$ cat config.mk
export PLATFORM = sky130hd
export DESIGN_NAME = puf_response_sequencer
export DESIGN_NICKNAME = d
export VERILOG_FILES = /design/src/rtl/puf_response_sequencer_pkg.sv /design/src/rtl/puf_response_sequencer_sync_2ff.sv /design/src/rtl/puf_response_sequencer.sv
export SDC_FILE = /design/constraint.sdc
export NUM_CORES = 1
export LEC_CHECK = 0
export CAP_MARGIN = 20
export CELL_PAD_IN_SITES_DETAIL_PLACEMENT = 0
export CELL_PAD_IN_SITES_GLOBAL_PLACEMENT = 1
export CORE_ASPECT_RATIO = 0.9
export CORE_MARGIN = 1.5
export CORE_UTILIZATION = 37
export DETAILED_ROUTE_END_ITERATION = 10
export GPL_ROUTABILITY_DRIVEN = 0
export PLACE_DENSITY = 0.79
export SYNTH_ARGS = -nofsm -noshare
export SYNTH_HDL_FRONTEND = slang
export SYNTH_SLANG_ARGS = --single-unit
export TNS_END_PERCENT = 20
$ cat constraint.sdc
create_clock -name clk_i -period 3.47 [get_ports clk_i]
set_clock_uncertainty 0.1 [all_clocks]
set_input_delay 0.8675 -clock clk_i [delete_from_list [all_inputs] [get_ports clk_i]]
set_output_delay 0.8675 -clock clk_i [all_outputs]
set_load 0.005 [all_outputs]
$ cat src/rtl/puf_response_sequencer_pkg.sv
// Shared types and defaults for the RO PUF response sequencer.
// Define PUF_TIMEOUT_EN to enable the race watchdog.
package puf_response_sequencer_pkg;

  typedef enum logic [2:0] {
    StIdle,
    StClear,
    StRace,
    StSample,
    StDone
  } state_e;

  localparam int unsigned RespWDef = 64;
  localparam int unsigned ChalWDef = 10;
  localparam int unsigned TieW     = 7;

`ifdef PUF_TIMEOUT_EN
  localparam bit TimeoutEn = 1'b1;
`else
  localparam bit TimeoutEn = 1'b0;
`endif

endpackage

$ cat src/rtl/puf_response_sequencer_sync_2ff.sv
// Reset-free two-flop synchroniser for one asynchronous PUF status bit.
module puf_response_sequencer_sync_2ff (
  input  logic clk_i,
  input  logic d_i,
  output logic q_o
);

  logic meta_q;
  logic sync_q;

  always_ff @(posedge clk_i) begin
    meta_q <= d_i;
    sync_q <= meta_q;
  end

  assign q_o = sync_q;

endmodule

$ cat src/rtl/puf_response_sequencer.sv
// Sequences clear/race/sample for RespW challenges and packs race outcomes into a response word.
// Race watchdog is present only when PUF_TIMEOUT_EN is defined (see package).
module puf_response_sequencer
  import puf_response_sequencer_pkg::*;
#(
  parameter int unsigned RespW        = RespWDef,
  parameter int unsigned ChalW        = ChalWDef,
  parameter int unsigned ChalStep     = 37,
  parameter int unsigned ClearCycles  = 8,
  parameter int unsigned SampleCycles = 4,
  parameter int unsigned TimeoutCyc   = 2**24
) (
  input  logic              clk_i,
  input  logic              rst_ni,
  input  logic              start_i,
  input  logic [ChalW-1:0]  seed_chal_i,
  output logic              busy_o,
  output logic              done_o,
  output logic [RespW-1:0]  response_o,
  output logic [TieW-1:0]   tie_count_o,
  output logic              timeout_err_o,
  output logic [63:0]       puf_enable_o,
  output logic [ChalW-1:0]  puf_challenge_o,
  output logic              puf_clear_o,
  input  logic              puf_cnt1_gt_i,
  input  logic              puf_cnt2_gt_i,
  input  logic              puf_fin1_i,
  input  logic              puf_fin2_i
);

  localparam int unsigned KW = $clog2(RespW);

  logic gt1_s, gt2_s, fin1_s, fin2_s;

  puf_response_sequencer_sync_2ff u_sync_gt1 (.clk_i(clk_i), .d_i(puf_cnt1_gt_i), .q_o(gt1_s));
  puf_response_sequencer_sync_2ff u_sync_gt2 (.clk_i(clk_i), .d_i(puf_cnt2_gt_i), .q_o(gt2_s));
  puf_response_sequencer_sync_2ff u_sync_fn1 (.clk_i(clk_i), .d_i(puf_fin1_i),    .q_o(fin1_s));
  puf_response_sequencer_sync_2ff u_sync_fn2 (.clk_i(clk_i), .d_i(puf_fin2_i),    .q_o(fin2_s));

  state_e             state_q, state_d;
  logic [31:0]        cnt_q, cnt_d;
  logic [KW-1:0]      k_q, k_d;
  logic [ChalW-1:0]   chal_q, chal_d;
  logic [RespW-1:0]   resp_q, resp_d;
  logic [TieW-1:0]    tie_q, tie_d;
  logic               tout_q, tout_d;
  logic               tbit_q, tbit_d;  // current race ended by watchdog

  always_ff @(posedge clk_i) begin
    if (!rst_ni) begin
      state_q <= StIdle;
      cnt_q   <= '0;
      k_q     <= '0;
      chal_q  <= '0;
      resp_q  <= '0;
      tie_q   <= '0;
      tout_q  <= 1'b0;
      tbit_q  <= 1'b0;
    end else begin
      state_q <= state_d;
      cnt_q   <= cnt_d;
      k_q     <= k_d;
      chal_q  <= chal_d;
      resp_q  <= resp_d;
      tie_q   <= tie_d;
      tout_q  <= tout_d;
      tbit_q  <= tbit_d;
    end
  end

  always_comb begin
    state_d      = state_q;
    cnt_d        = cnt_q;
    k_d          = k_q;
    chal_d       = chal_q;
    resp_d       = resp_q;
    tie_d        = tie_q;
    tout_d       = tout_q;
    tbit_d       = tbit_q;
    busy_o       = 1'b1;
    done_o       = 1'b0;
    puf_enable_o = '0;
    puf_clear_o  = 1'b0;

    unique case (state_q)
      StIdle: begin
        busy_o      = 1'b0;
        puf_clear_o = 1'b1;
        if (start_i) begin
          chal_d  = seed_chal_i;
          k_d     = '0;
          tie_d   = '0;
          resp_d  = '0;
          cnt_d   = '0;
          tbit_d  = 1'b0;
          state_d = StClear;
        end
      end
      StClear: begin
        puf_clear_o = 1'b1;
        if (cnt_q == ClearCycles - 1) begin
          cnt_d   = '0;
          tbit_d  = 1'b0;
          state_d = StRace;
        end else begin
          cnt_d = cnt_q + 32'd1;
        end
      end
      StRace: begin
        puf_enable_o = '1;
        if (fin1_s || fin2_s) begin
          cnt_d   = '0;
          state_d = StSample;
        end else if (TimeoutEn && (cnt_q == TimeoutCyc - 1)) begin
          tout_d  = 1'b1;
          tbit_d  = 1'b1;
          cnt_d   = '0;
          state_d = StSample;
        end else begin
          cnt_d = cnt_q + 32'd1;
        end
      end
      StSample: begin
        if (cnt_q == SampleCycles - 1) begin
          cnt_d     = '0;
          // Tie and glitch (both set) both resolve to 0.
          resp_d[k_q] = gt1_s && !gt2_s && !tbit_q;
          if (!tbit_q && !gt1_s && !gt2_s && (tie_q != TieW'(RespW))) begin
            tie_d = tie_q + 1'b1;
          end
          chal_d = chal_q + ChalW'(ChalStep);
          if (k_q == KW'(RespW - 1)) begin
            state_d = StDone;
          end else begin
            k_d     = k_q + 1'b1;
            state_d = StClear;
          end
        end else begin
          cnt_d = cnt_q + 32'd1;
        end
      end
      StDone: begin
        busy_o      = 1'b0;
        done_o      = 1'b1;
        puf_clear_o = 1'b1;
        state_d     = StIdle;
      end
      default: state_d = StIdle;
    endcase
  end

  assign response_o      = resp_q;
  assign tie_count_o     = tie_q;
  assign timeout_err_o   = tout_q;
  assign puf_challenge_o = chal_q;

endmodule

==> results of run 1 <==
==> where the power goes <==
group	switching, mW	internal [mW]	leakage (nW)
registers	0.0337	1.51	1.05
clock network	0.733	1.29	0.316
logic	0.179	0.131	1.90
total	0.946	2.93	3.27
==> state kept, by name (all words and copies together) (netlist names) <==
| name | flops |
|---|---|
| u_sync_gt1.q_o | 1 |
| u_sync_gt1.meta_q | 1 |
| u_sync_gt2.meta_q | 1 |
| response_o | 64 |
| cnt_q | 32 |
| u_sync_fn2.q_o | 1 |
| u_sync_fn1.meta_q | 1 |
| state_q | 3 |
| puf_challenge_o | 10 |
| u_sync_fn1.q_o | 1 |
| u_sync_fn2.meta_q | 1 |
| u_sync_gt2.q_o | 1 |
| k_q | 6 |
| tie_count_o | 7 |
==> metal layers <==
layer,part of all wire,wire length [um],global-route usage,vias to the layer above
met5,0,0,0,-
met4,0.018,421,0.0717,0
met3,0.085,1970,0.0544,36
met2,0.42,9770,0.319,321
met1,0.48,11100,0.338,3451
li1,-,-,-,3571
==> cell type report <==
cell class | instances | area (um^2) | area share
Multi-Input combinational cell | 644 | 3790 | 0.404
Clock inverter | 14 | 224 | 0.0239
Inverter | 25 | 93.8 | 0.0100
Timing Repair Buffer | 197 | 1920 | 0.205
Sequential cell | 130 | 2600 | 0.278
Clock buffer | 18 | 429 | 0.0458
Tap cell | 250 | 313 | 0.0334
==> Yosys cell counts (13+ instances only) <==
library cell / n
inv_1: 25
nand3_1: 24
o21ai_0: 17
o22ai_1: 68
buf_4: 65
a21oi_1: 163
o211ai_1: 14
nor2_1: 33
buf_2: 13
a31oi_1: 15
nand2_1: 107
nor3_1: 26
dfxtp_1: 130
clkbuf_1: 57
nand4_1: 19
==> cell families after synthesis <==
group                      share of synthesized area
and+or+nand+nor                                0.215
DFF                                            0.357
muxes                                        0.00842
adders and majority gates                    0.00859
buffers and inverters                          0.125
other                                       0.000515
xor gates and xnor gates                     0.00120
AOI/OAI and AO/OA                              0.284
==> through the flow <==
step	util	cells	power, mW
2_1_floorplan	-	945	1.76
3_3_place_gp	0.454	1246	1.89
3_5_place_dp	0.454	1246	1.89
4_1_cts	0.488	1278	3.90
5_1_grt	0.488	1278	4.01
6_report	0.488	1278	3.88
==> worst paths after layout <==
kind,start,endpoint,cells past startpoint
setup / recovery,state_q[2],puf_enable_o[42],4
hold / removal,u_sync_fn2.meta_q,u_sync_fn2.q_o,0
setup reg to reg,cnt_q[1],k_q[3],6
hold reg to reg,u_sync_fn2.meta_q,u_sync_fn2.q_o,0
==> impl_metrics.py, run 1 <==
metrics = {
    "clock_tree": {
        "cts-root-buf": "clkbuf_16",
        "clock_latency_ps": 420,
        "cts_tree": "built",
        "cts_made_buffers": 17,
        "cts_sinks": 130,
        "htree_levels": 4,
        "clockBufferDepth": 2,
        "hold_buffers": 0,
        "ctsResizeCount": 0,
        "clk_pin_slew_ps": 60,
        "post_cts_buffers": 0,
    },
    "logic_synthesis": {
        "async_reset_ff_frac": 0,
        "yosysWarnings": 0,
        "synth_seq_cells": 130,
        "yosysTopAreaCellShare": 0.357,
        "avgSynthCellArea_um2": 7.71,
        "synth_top_area_cell": "dfxtp_1",
        "syn_inst": 945,
        "ys.flop_type": "dfxtp_1",
        "synth_area_um2": 7280,
        "synth.area.top_cells": "dfxtp_1 36%, a21oi_1 11%, buf_4 6.7%, o22ai_1 5.8%, nand2_1 5.5%",
        "syn-num-nets": 967,
        "ys_seq_area_frac": 0.357,
        "synth_cell_types": 73,
        "synth_edf_count": 0,
    },
    "detailed_routing": {
        "wl_per_cell_um": 18.2,
        "antenna_left": 0,
        "num_vias": 7379,
        "routed_via_density": 5.77,
        "dr.pass1.iters": 6,
        "routed_wl_um": 23200,
        "drcViolationCount": 0,
        "drtIter0Drc": 577,
    },
    "floorplan": {
        "initial_core_util": 0.379,
        "core-area_um2": 19200,
        "dieArea_um2": 20500,
        "dieHeight_um": 136,
        "die_x_um": 151,
        "io_pins": 166,
        "rows": 48,
    },
    "setup_path": {
        "max_stage_delay_ps": 560,
        "regToRegSetupSlack_ps": 630,
        "worstPathArrival_ps": 2190,
        "path_class": "reg -> out",
        "startpoint_type": "flop",
        "crit_buf_inv": 3,
        "cp_max_fo": 64,
        "crit_chain": "or3b_2 -> inv_1 -> buf_12 -> clkdlybuf4s50_1",
        "critical_path_required_ps": 2500,
        "slowest_stage": "clkdlybuf4s50_1",
        "path_delay_family": "buffers and inverters",
        "end_kind": "primary output",
    },
    "timing": {
        "hold_ws_ps": 226,
        "min_period_ps": 3160,
        "rsz0062_at_grt": "no",
        "fin_crit_sh": 0.910,
        "slew_headroom": 0.400,
        "timing.final.ws_setup_ps": 312,
        "slew_viol_final": 0,
        "fmax_ghz": 0.317,
        "finalHoldViolations": 0,
        "tightest_slew_ps": 897,
        "final-setup-viol-count": 0,
        "tns_ps": 0,
    },
    "global_route": {
        "first_global_vias": 6474,
        "grt_pass1_wl_um": 36200,
        "grt_max_degree": 78,
        "antenna_found_initial": 0,
        "grt_usage": 0.227,
        "overflow": 0,
    },
    "place": {
        "place_ws_ps": 220,
        "port-buffer-count": 164,
        "place_hpwl_um": 15500,
        "place_area_um2": 8720,
    },
    "layout": {
        "nFillCells": 1873,
        "drive_above_1_share": 0.0934,
        "fin_area_um2": 9380,
        "fin_nets": 1037,
        "final_cell_mix": "163 x a21oi_1, 163 x clkdlybuf4s50_1, 130 x dfxtp_1",
        "area_growth_pct": 28.7,
        "num_antenna_cells": 0,
    },
    "power": {
        "p_leak_nw": 3.27,
        "p_per_area_nw_per_um2": 414,
        "ir_drop_mv": 0.360,
    },
    "outcome": {
        "status": "complete, no violations",
    },
    "job": {
        "drv_cap": 0,
    },
    "worst_hold_path": {
        "min_path_type": "reg -> reg",
    },
}
(Power assumes the default switching activity.)
==> run 2, diff against run 1 <==
CELL_PAD_IN_SITES_DETAIL_PLACEMENT = 1   (was 0)
==> run 2 against run 1 <==
Against the previous run: power decreased by 6.4%; register-to-register slack got worse by 170 ps; worst setup slack got worse by 51 ps.
==> impl_metrics.py, run 2 (same netlist as run 1, synthesis figures left out) <==
metrics = {
    "floorplan": {
        "core-area_um2": 19200,
        "dieArea_um2": 20500,
        "io_pins": 166,
        "initial_core_util": 0.379,
        "die_x_um": 151,
        "dieHeight_um": 136,
        "rows": 48,
    },
    "clock_tree": {
        "clockBufferDepth": 2,
        "clock_latency_ps": 430,
        "cts_sinks": 130,
        "ctsResizeCount": 0,
        "hold_buffers": 0,
        "cts_made_buffers": 17,
        "cts_tree": "built",
        "post_cts_buffers": 0,
        "clk_pin_slew_ps": 60,
        "htree_levels": 4,
        "cts-root-buf": "clkbuf_16",
    },
    "setup_path": {
        "crit-reg2reg-launch": "cnt_q[7]",
        "crit_chain": "or3b_2 -> inv_1 -> buf_12 -> clkdlybuf4s50_1",
        "end_kind": "primary output",
        "path_depth": 4,
        "max_stage_delay_ps": 560,
        "crit_buf_inv": 3,
        "worstPathArrival_ps": 2240,
        "critical_path_required_ps": 2500,
        "cp_max_fo": 64,
        "endpoint": "puf_enable_o[27]",
        "startpoint_type": "flop",
        "timing.rr.end": "k_q[3]",
        "slowest_stage": "clkdlybuf4s50_1",
        "regToRegSetupSlack_ps": 460,
        "path_class": "reg -> out",
        "path_delay_family": "buffers and inverters",
        "reg2reg_depth": 5,
        "cp-startpoint": "state_q[1]",
    },
    "power": {
        "p_leak_nw": 3.23,
        "ir_drop_mv": 0.383,
        "finalPower_mw": 3.63,
        "p_per_area_nw_per_um2": 391,
    },
    "timing": {
        "tightest_slew_ps": 962,
        "fin_crit_sh": 0.925,
        "timing.final.ws_setup_ps": 261,
        "fmax_ghz": 0.312,
        "slew_viol_final": 0,
        "tns_ps": 0,
        "finalHoldViolations": 0,
        "final-setup-viol-count": 0,
        "hold_ws_ps": 229,
        "rsz0062_at_grt": "no",
        "min_period_ps": 3210,
        "slew_headroom": 0.356,
    },
    "global_route": {
        "overflow": 0,
        "first_global_vias": 7314,
        "antenna_found_initial": 0,
        "grt_max_degree": 78,
        "grt_pass1_wl_um": 40400,
        "grt_usage": 0.252,
    },
    "layout": {
        "area_growth_pct": 27.6,
        "fin_nets": 1037,
        "nFillCells": 2325,
        "drive_above_1_share": 0.0934,
        "final_cells": 1278,
        "largest_reg_flops": 64,
        "post-route-util": 0.484,
        "num_antenna_cells": 0,
        "final_cell_mix": "163 x a21oi_1, 163 x clkdlybuf4s50_1, 130 x dfxtp_1",
        "fin_area_um2": 9290,
    },
    "place": {
        "place_area_um2": 8720,
        "port-buffer-count": 164,
        "placed_cells": 1246,
        "place_ws_ps": 211,
        "place_hpwl_um": 17300,
    },
    "detailed_routing": {
        "wl_per_cell_um": 20.3,
        "routed_via_density": 5.92,
        "routed_wl_um": 25900,
        "num_vias": 7572,
        "dr.pass1.iters": 5,
        "drcViolationCount": 0,
        "antenna_left": 0,
        "drtIter0Drc": 655,
    },
    "job": {
        "drv_cap": 0,
    },
    "outcome": {
        "status": "complete, no violations",
    },
    "worst_hold_path": {
        "min_path_type": "reg -> reg",
    },
}
## run 2: changes by cell type in the layout (fill, tap and decap cells not counted), sizes merged
cell | before | now
clkinv | 3 | 4
clkbuf | 18 | 19
clkinvlp | 1 | 3
bufinv | 5 | 1
## run 2: layout make-up
class | instances | area, um^2 | area share
well taps | 250 | 313 | 0.0337
repair buffers | 197 | 1920 | 0.207
multi-input cells | 644 | 3790 | 0.408
clock buffers | 19 | 443 | 0.0477
flip-flops and latches | 130 | 2600 | 0.280
inverters | 25 | 93.8 | 0.0101
clock inverters | 13 | 128 | 0.0137
## run 2: metal layers
metal / track usage / share of wire
met5: 0 / 0
met1: 0.354 / 0.46
met4: 0.0663 / 0.015
met3: 0.0473 / 0.069
met2: 0.394 / 0.45
## run 2: worst min path at each step
stage	startpoint	end	slack, ps	cells after the start
2_1_floorplan	u_sync_fn1.meta_q	u_sync_fn1.q_o	210	0
3_3_place_gp	u_sync_fn2.meta_q	u_sync_fn2.q_o	210	0
3_5_place_dp	u_sync_fn1.meta_q	u_sync_fn1.q_o	220	0
4_1_cts	u_sync_fn1.meta_q	u_sync_fn1.q_o	230	0
5_1_grt	u_sync_fn1.meta_q	u_sync_fn1.q_o	260	0
6_report	u_sync_fn1.meta_q	u_sync_fn1.q_o	230	0
## run 2: report_power, final
part	total, mW	switching (mW)	internal (mW)
clock	1.76	0.746	1.02
combinational	0.321	0.189	0.132
sequential	1.55	0.0346	1.51
total	3.63	0.969	2.66
==> RTL change 1 (config.mk and constraints of run 1) <==
Encoding of `state_e`: now one-hot (5 bits for 5 states).
--- a/src/rtl/puf_response_sequencer_pkg.sv
+++ b/src/rtl/puf_response_sequencer_pkg.sv
@@ -3,10 +3,10 @@
 package puf_response_sequencer_pkg;
 
-  typedef enum logic [2:0] {
-    StIdle,
-    StClear,
-    StRace,
-    StSample,
-    StDone
+  typedef enum logic [4:0] {
+    StIdle   = 5'b00001,
+    StClear  = 5'b00010,
+    StRace   = 5'b00100,
+    StSample = 5'b01000,
+    StDone   = 5'b10000
   } state_e;
 
Formal check against the unedited RTL: no difference found for any inputs over 10 cycles, from zero or initial values and one cycle with rst_ni low; not proved beyond that.
==> RTL change 1 against run 1 <==
  * The run now ends with DRC left
  * Total power is 0.52% lower
  * Register-to-register slack worse by 0.02 ns
  * Sequential cell count rose by 2
  * Die area is 2.8% higher
  * Area after synthesis up 2.8%
  * Cell area rose by 2.5%
  * Via count is 0.33% higher
  * Wire length fell by 4.6%
  * Worst setup slack worse by 0.17 ns
  * Critical path type unchanged
==> RTL change 1: results (changes against run 1) <==
The number of design-rule violations left by the first detailed-router iteration is 666 (+15%), and the global-route wire length before repair is 34800 um (-3.8%). The number of flip-flops under the largest register name is 64 (unchanged), and the post-synthesis net count is 999 (+3.3%). Quantity of I/O buffers inserted on ports: 164 (unchanged). By count the netlist is led by sky130_fd_sc_hd__nand2_1 (174), sky130_fd_sc_hd__dfxtp_1 (132), sky130_fd_sc_hd__a21oi_1 (95). For the number of distinct standard cells referenced by the synthesized netlist, the log shows 70 (-4.1%). The run gives 2 (unchanged) as the largest buffer count on any clock path. The class of the most critical hold timing path was reg -> reg.

The tools report the sequential share of the synthesized area as 35.3% (-0.45 points). The clock slew seen by the registers of the worst setup and hold paths is 0.06 ns (about the same), and the arrival time at the worst endpoint is 2.36 ns (+0.17 ns). The cell area after placement was 8950 um^2 (+2.7%); the number of iterations in the first detailed-routing pass was 8 (+2). The final reports fail on DRC. The startpoint identified for the worst register-to-register timing path is cnt_q[0]. The register-to-register setup slack is 0.61 ns (-0.02 ns). Sum of net half-perimeters after detailed placement: 14900 um (-4.1%). For the buffers inserted during post-CTS setup optimization, the log shows 0 (unchanged).

The largest net degree at the start of global routing is 65 (-17%), and the number of warnings printed during yosys synthesis is 0 (unchanged). Number of cell instances on the worst register-to-register path: 8 (+2). The flow ran to the end, but the final reports show violations. The post-synthesis share of cell area spent on full adders, half adders and majority gates was 0.835% (-0.024 points). The run gives 0.00332 uW (+1.5%) as the leakage power summed over all cells. The cell sitting at the root of the clock tree is a sky130_fd_sc_hd__clkbuf_16. Yosys instantiated no cell more often than sky130_fd_sc_hd__nand2_1. The number of clock buffers inserted by TritonCTS is 17 (unchanged). The cell count after synthesis was 977 (+3.4%); the clock insertion delay at the later pin of the skew report was 0.42 ns (about the same). After synthesis, the cell types taking the most area are sky130_fd_sc_hd__dfxtp_1 (35%), sky130_fd_sc_hd__nand2_1 (8.7%), sky130_fd_sc_hd__buf_4 (6.4%). The endpoint identified for the worst register-to-register timing path is k_q[3]. The critical path starts at state_q[0]. The post-detailed-route wirelength per cell was 16.8 um (-7.8%); the all-layer global routing usage was 20.6% (-2.2 points). The worst max-slew margin expressed relative to the limit is 42.0% (+2.0 points), and the peak supply drop is 0.289 mV (-20%). The run gives 22200 um (-4.6%) as the wire length reported by the detailed router.

The final-stage net count is 1076 (+3.8%), and the detail-routed via count per cell is 5.60 (-3.1%). The fraction of layout instances using a drive strength above 1 was 8.72% (-0.62 points). For the number of design rule violations left after detail routing, the log shows 38 (+38).

The parity-gate share of the synthesized area counting xor and xnor cells came out at 1.40% (+1.3 points). The critical path ends at puf_enable_o[27]. The via count of the first global-routing pass was 6316 (-2.4%). For this run, the leading register cell type out of synthesis is sky130_fd_sc_hd__dfxtp_1.

The synthesized-area fraction occupied by ao, oa, aoi and oai cells came out at 24.4% (-3.9 points). The multiplexer area fraction after synthesis works out to 0.668% (-0.17 points). The proportion of register bits with asynchronous set or reset after synthesis is 0% (unchanged), and the number of filler cells placed in the layout is 1911 (+2.0%).
## RTL change 1: changes by cell type in the layout (fill, tap and decap cells not counted), sizes merged, moves of 9 or more
cell	delta
o21ai	+70
nand2	+69
a21oi	-68
o22ai	-67
a22oi	+38
a31oi	+25
nor3	-15
inv	-14
o211ai	-11
xor2	+9
## RTL change 1: logic make-up after synthesis
family	Yosys count
AO/OA/AOI/OAI	304
buffers and inverters	148
XOR/XNOR	12
multiplexers	5
AND/OR/NAND/NOR	370
adder cells (fa/ha/maj)	5
flip-flops	132
other	1
## RTL change 1: metrics by stage
stage	hold WS [ns]	setup slack [ns]	utilization (%)	total power, uW
floorplan	0.210	0.475	-	1750
global placement	0.214	0.548	44.9	1860
detailed placement	0.215	0.500	44.9	1860
CTS	0.229	0.0518	48.2	3880
global route	0.244	0.0316	48.2	3980
finish	0.225	0.144	48.2	3860
## RTL change 1: final cells by class
cell class / instances / share of cell area (%)
multi-input combinational: 697 / 42.0
antenna: 1 / 0.0260
timing repair buffer: 195 / 19.9
clock inverter: 14 / 2.32
sequential: 132 / 27.5
tap: 255 / 3.32
inverter: 11 / 0.430
clock buffer: 18 / 4.47
## RTL change 1: worst min path at each step
stage	startpoint	end	slack (ns)
final	u_sync_gt2.meta_q	u_sync_gt2.q_o	0.22
after global routing	u_sync_gt2.meta_q	u_sync_gt2.q_o	0.24
after CTS	u_sync_fn1.meta_q	u_sync_fn1.q_o	0.23
after detailed placement	u_sync_fn1.meta_q	u_sync_fn1.q_o	0.21
after global placement	u_sync_fn1.meta_q	u_sync_fn1.q_o	0.21
after floorplan	u_sync_fn1.meta_q	u_sync_fn1.q_o	0.21
## RTL change 1: what timing repair did
item,CTS,global route
setup endpoints to repair,0,64
resized for setup,0,1
endpoints found under the hold margin,0,0
## RTL change 1: worst max-delay path: stages (launching register included)
cell and delay [ns]:
sky130_fd_sc_hd__dfxtp_1 0.40, sky130_fd_sc_hd__or4b_4 0.61, sky130_fd_sc_hd__nor2_4 0.13, sky130_fd_sc_hd__buf_12 0.23, sky130_fd_sc_hd__clkdlybuf4s50_1 0.55
## RTL change 1: routing by layer
layer	part of all wire [%]	up-vias	wire, um	track usage, %
li1	-	3629	-	-
met1	50	3511	11100	30.3
met2	43	249	9450	30.7
met3	6.4	14	1420	4.53
met4	0.86	0	191	4.19
met5	0	-	0	0
## RTL change 1: power breakdown
| group | internal (uW) | switching (uW) | leakage (uW) |
|---|---|---|---|
| clock | 1290 | 748 | 0.000312 |
| sequential | 1530 | 18.5 | 0.00107 |
| combinational | 103 | 170 | 0.00194 |
| total | 2920 | 936 | 0.00332 |
==> RTL change 2 (settings of run 1) <==
Made on the original files. Add a define of `PUF_TIMEOUT_EN`.
--- a/src/rtl/puf_response_sequencer_pkg.sv
+++ b/src/rtl/puf_response_sequencer_pkg.sv
@@ -1,4 +1,6 @@
 // Shared types and defaults for the RO PUF response sequencer.
 // Define PUF_TIMEOUT_EN to enable the race watchdog.
+`define PUF_TIMEOUT_EN
+
 package puf_response_sequencer_pkg;
 
Function: no difference found for any inputs over 10 cycles, from zero or initial values and one cycle with rst_ni low; that may be too few to reach the edited logic, so the function may still have changed.
==> RTL change 2 against run 1 <==
  * Area after synthesis down 5.8%
  * Maximum frequency up 3.1%
  * Synthesized cell count down 9.2%
  * Wire length down 14%
  * Count of clock-buffer cells in the layout up 2
  * Worst setup slack better by 0.096 ns
  * Global-route usage down 2.1 points
  * Sequential share of layout area up 2.0 points
  * Sequential cell count up 2
  * Cell area down 5.3%
Power is not compared: it rests on default switching activity, and its combinational part moved more than twofold at a synthesized area within 25%.
==> RTL change 2: results (changes against run 1) <==
The flow ran to the end, and the final reports show no timing, DRC or antenna violations. Class of the most critical hold timing path: reg -> reg. The worst max-slew margin expressed relative to the limit is 36.0% (-3.9 points), and the detail-routed via count per cell is 5.44 (-5.8%). The run gives 20.7% (-2.1 points) as the all-layer global routing usage. The number of clock buffers inserted by TritonCTS was 17 (unchanged).

The synthesized-area fraction occupied by ao, oa, aoi and oai cells works out to 27.1% (-1.3 points). The maximum fanout count along the critical path is 67 (+4.7%), and the post-detailed-route wirelength per cell is 16.9 um (-7.1%). The tools report the final-stage net count as 953 (-8.1%). The number of filler cells placed in the layout came out at 1771 (-5.4%).

The number of distinct standard cells referenced by the synthesized netlist was 65 (-11%); the number of antenna diodes was 0 (unchanged). The post-synthesis net count was 880 (-9.0%); the global-route wire length before repair was 32100 um (-11%). The tools report the antenna violation net count after detailed routing as 0 (unchanged). The parity-gate share of the synthesized area counting xor and xnor cells came out at 0.511% (+0.39 points).

By count the netlist is led by sky130_fd_sc_hd__dfxtp_1 (132), sky130_fd_sc_hd__a21oi_1 (86), sky130_fd_sc_hd__o21ai_0 (78). The largest net degree at the start of global routing is 68 (-13%), and the sum of net half-perimeters after detailed placement is 13300 um (-14%). Stage delay of the slowest cell on the critical path: 0.55 ns.

The multiplexer area fraction after synthesis was 0.876% (+0.034 points); the via count of the first global-routing pass was 5855 (-9.6%). For the sequential share of the synthesized area, the log shows 38.5% (+2.8 points). Summed over all cells, the static leakage comes to 0.00298 uW.

The post-synthesis share of cell area spent on full adders, half adders and majority gates came out at 0.912% (+0.053 points). After synthesis, the cell types taking the most area are sky130_fd_sc_hd__dfxtp_1 (39%), sky130_fd_sc_hd__o211ai_1 (7.4%), sky130_fd_sc_hd__buf_4 (7.0%). Clock latency on the worst-skew pair, taken at its later pin, is 0.43 ns. The largest individual stage delay along the critical path comes from the cell sky130_fd_sc_hd__dfxtp_1. The number of design-rule violations left by the first detailed-router iteration was 519 (-10%).

The fraction of layout instances using a drive strength above 1 was 7.31% (-2.0 points); the number of iterations in the first detailed-routing pass was 8 (+2). The quantity of I/O buffers inserted on ports was 165 (+0.61%). The number of warnings printed during yosys synthesis is 0 (unchanged). The number of flip-flops under the largest register name was 64 (unchanged); the final setup violation count was 0 (unchanged). Arrival time at the worst endpoint: 2.09 ns (-0.10 ns).
==> RTL change 2: cell types whose count changed after synthesis, sizes merged, moves of 16 or more <==
cell           run 1  this run
a21oi            163        87
o22ai             68         2
clkbuf            59        43
nand2            107        67
o21ai             18        89
o211ai            14        68
nor2              33        65
inv               25         9
==> RTL change 2: routing by layer <==
layer  part of all wire, %  GRT usage (%)  wire length [um]
met1                    48           29.6              9620
met2                    46           31.3              9290
met3                   4.5           4.08               902
met4                   1.3           6.45               260
met5                     0              0                 0
==> RTL change 2: final cells by class <==
| cell class | count | area, um^2 | area share, % |
|---|---|---|---|
| sequential | 132 | 2640 | 29.8 |
| tap | 245 | 307 | 3.45 |
| clock inverter | 12 | 205 | 2.31 |
| timing repair buffer | 183 | 1820 | 20.5 |
| clock buffer | 20 | 437 | 4.92 |
| multi-input combinational | 588 | 3440 | 38.7 |
| inverter | 9 | 33.8 | 0.380 |
==> RTL change 2: worst max-delay path: cells and delay by family (launching register included) <==
kind / cells / cell delay, ns
buffers and inverters: 2 / 0.82
and+or+nand+nor: 1 / 0.29
DFF: 1 / 0.55
==> RTL change 2: final timing paths <==
check | slack, ns | from | to | cells after the start
setup / recovery | 0.41 | state_q[1] | puf_enable_o[3] | 3
setup reg to reg | 0.75 | cnt_q[0] | response_o[49] | 7
hold / removal | 0.23 | u_sync_gt2.meta_q | u_sync_gt2.q_o | 0
hold reg to reg | 0.23 | u_sync_gt2.meta_q | u_sync_gt2.q_o | 0
==> RTL change 2: cells by family after synthesis <==
logic type,after synthesis
AO/OA/AOI/OAI,304
AND/OR/NAND/NOR,269
buffers and inverters,138
flip-flops,132
multiplexers,6
adder cells (fa/ha/maj),5
XOR/XNOR,4
==> RTL change 2: metrics by stage <==
step                      area [um^2]  total power (uW)  instances  hold WS, ns  setup slack [ns]
after global placement           8240              2310       1157        0.212             0.605
after CTS                        8880              4280       1189        0.228             0.374
after detailed placement         8240              2310       1157        0.214             0.522
after global routing             8880              4410       1189        0.237             0.270
final                            8880              4250       1189        0.227             0.408
after floorplan                  6860              2090        858        0.210             0.206
==> RTL change 2: power groups by stage <==
stage / logic [uW] / clock network [uW] / registers (uW)
after floorplan: 490 / 0 / 1600
after detailed placement: 693 / 0 / 1610
after CTS: 698 / 2000 / 1580
final: 694 / 1980 / 1580
after global routing: 754 / 2070 / 1590
after global placement: 692 / 0 / 1610
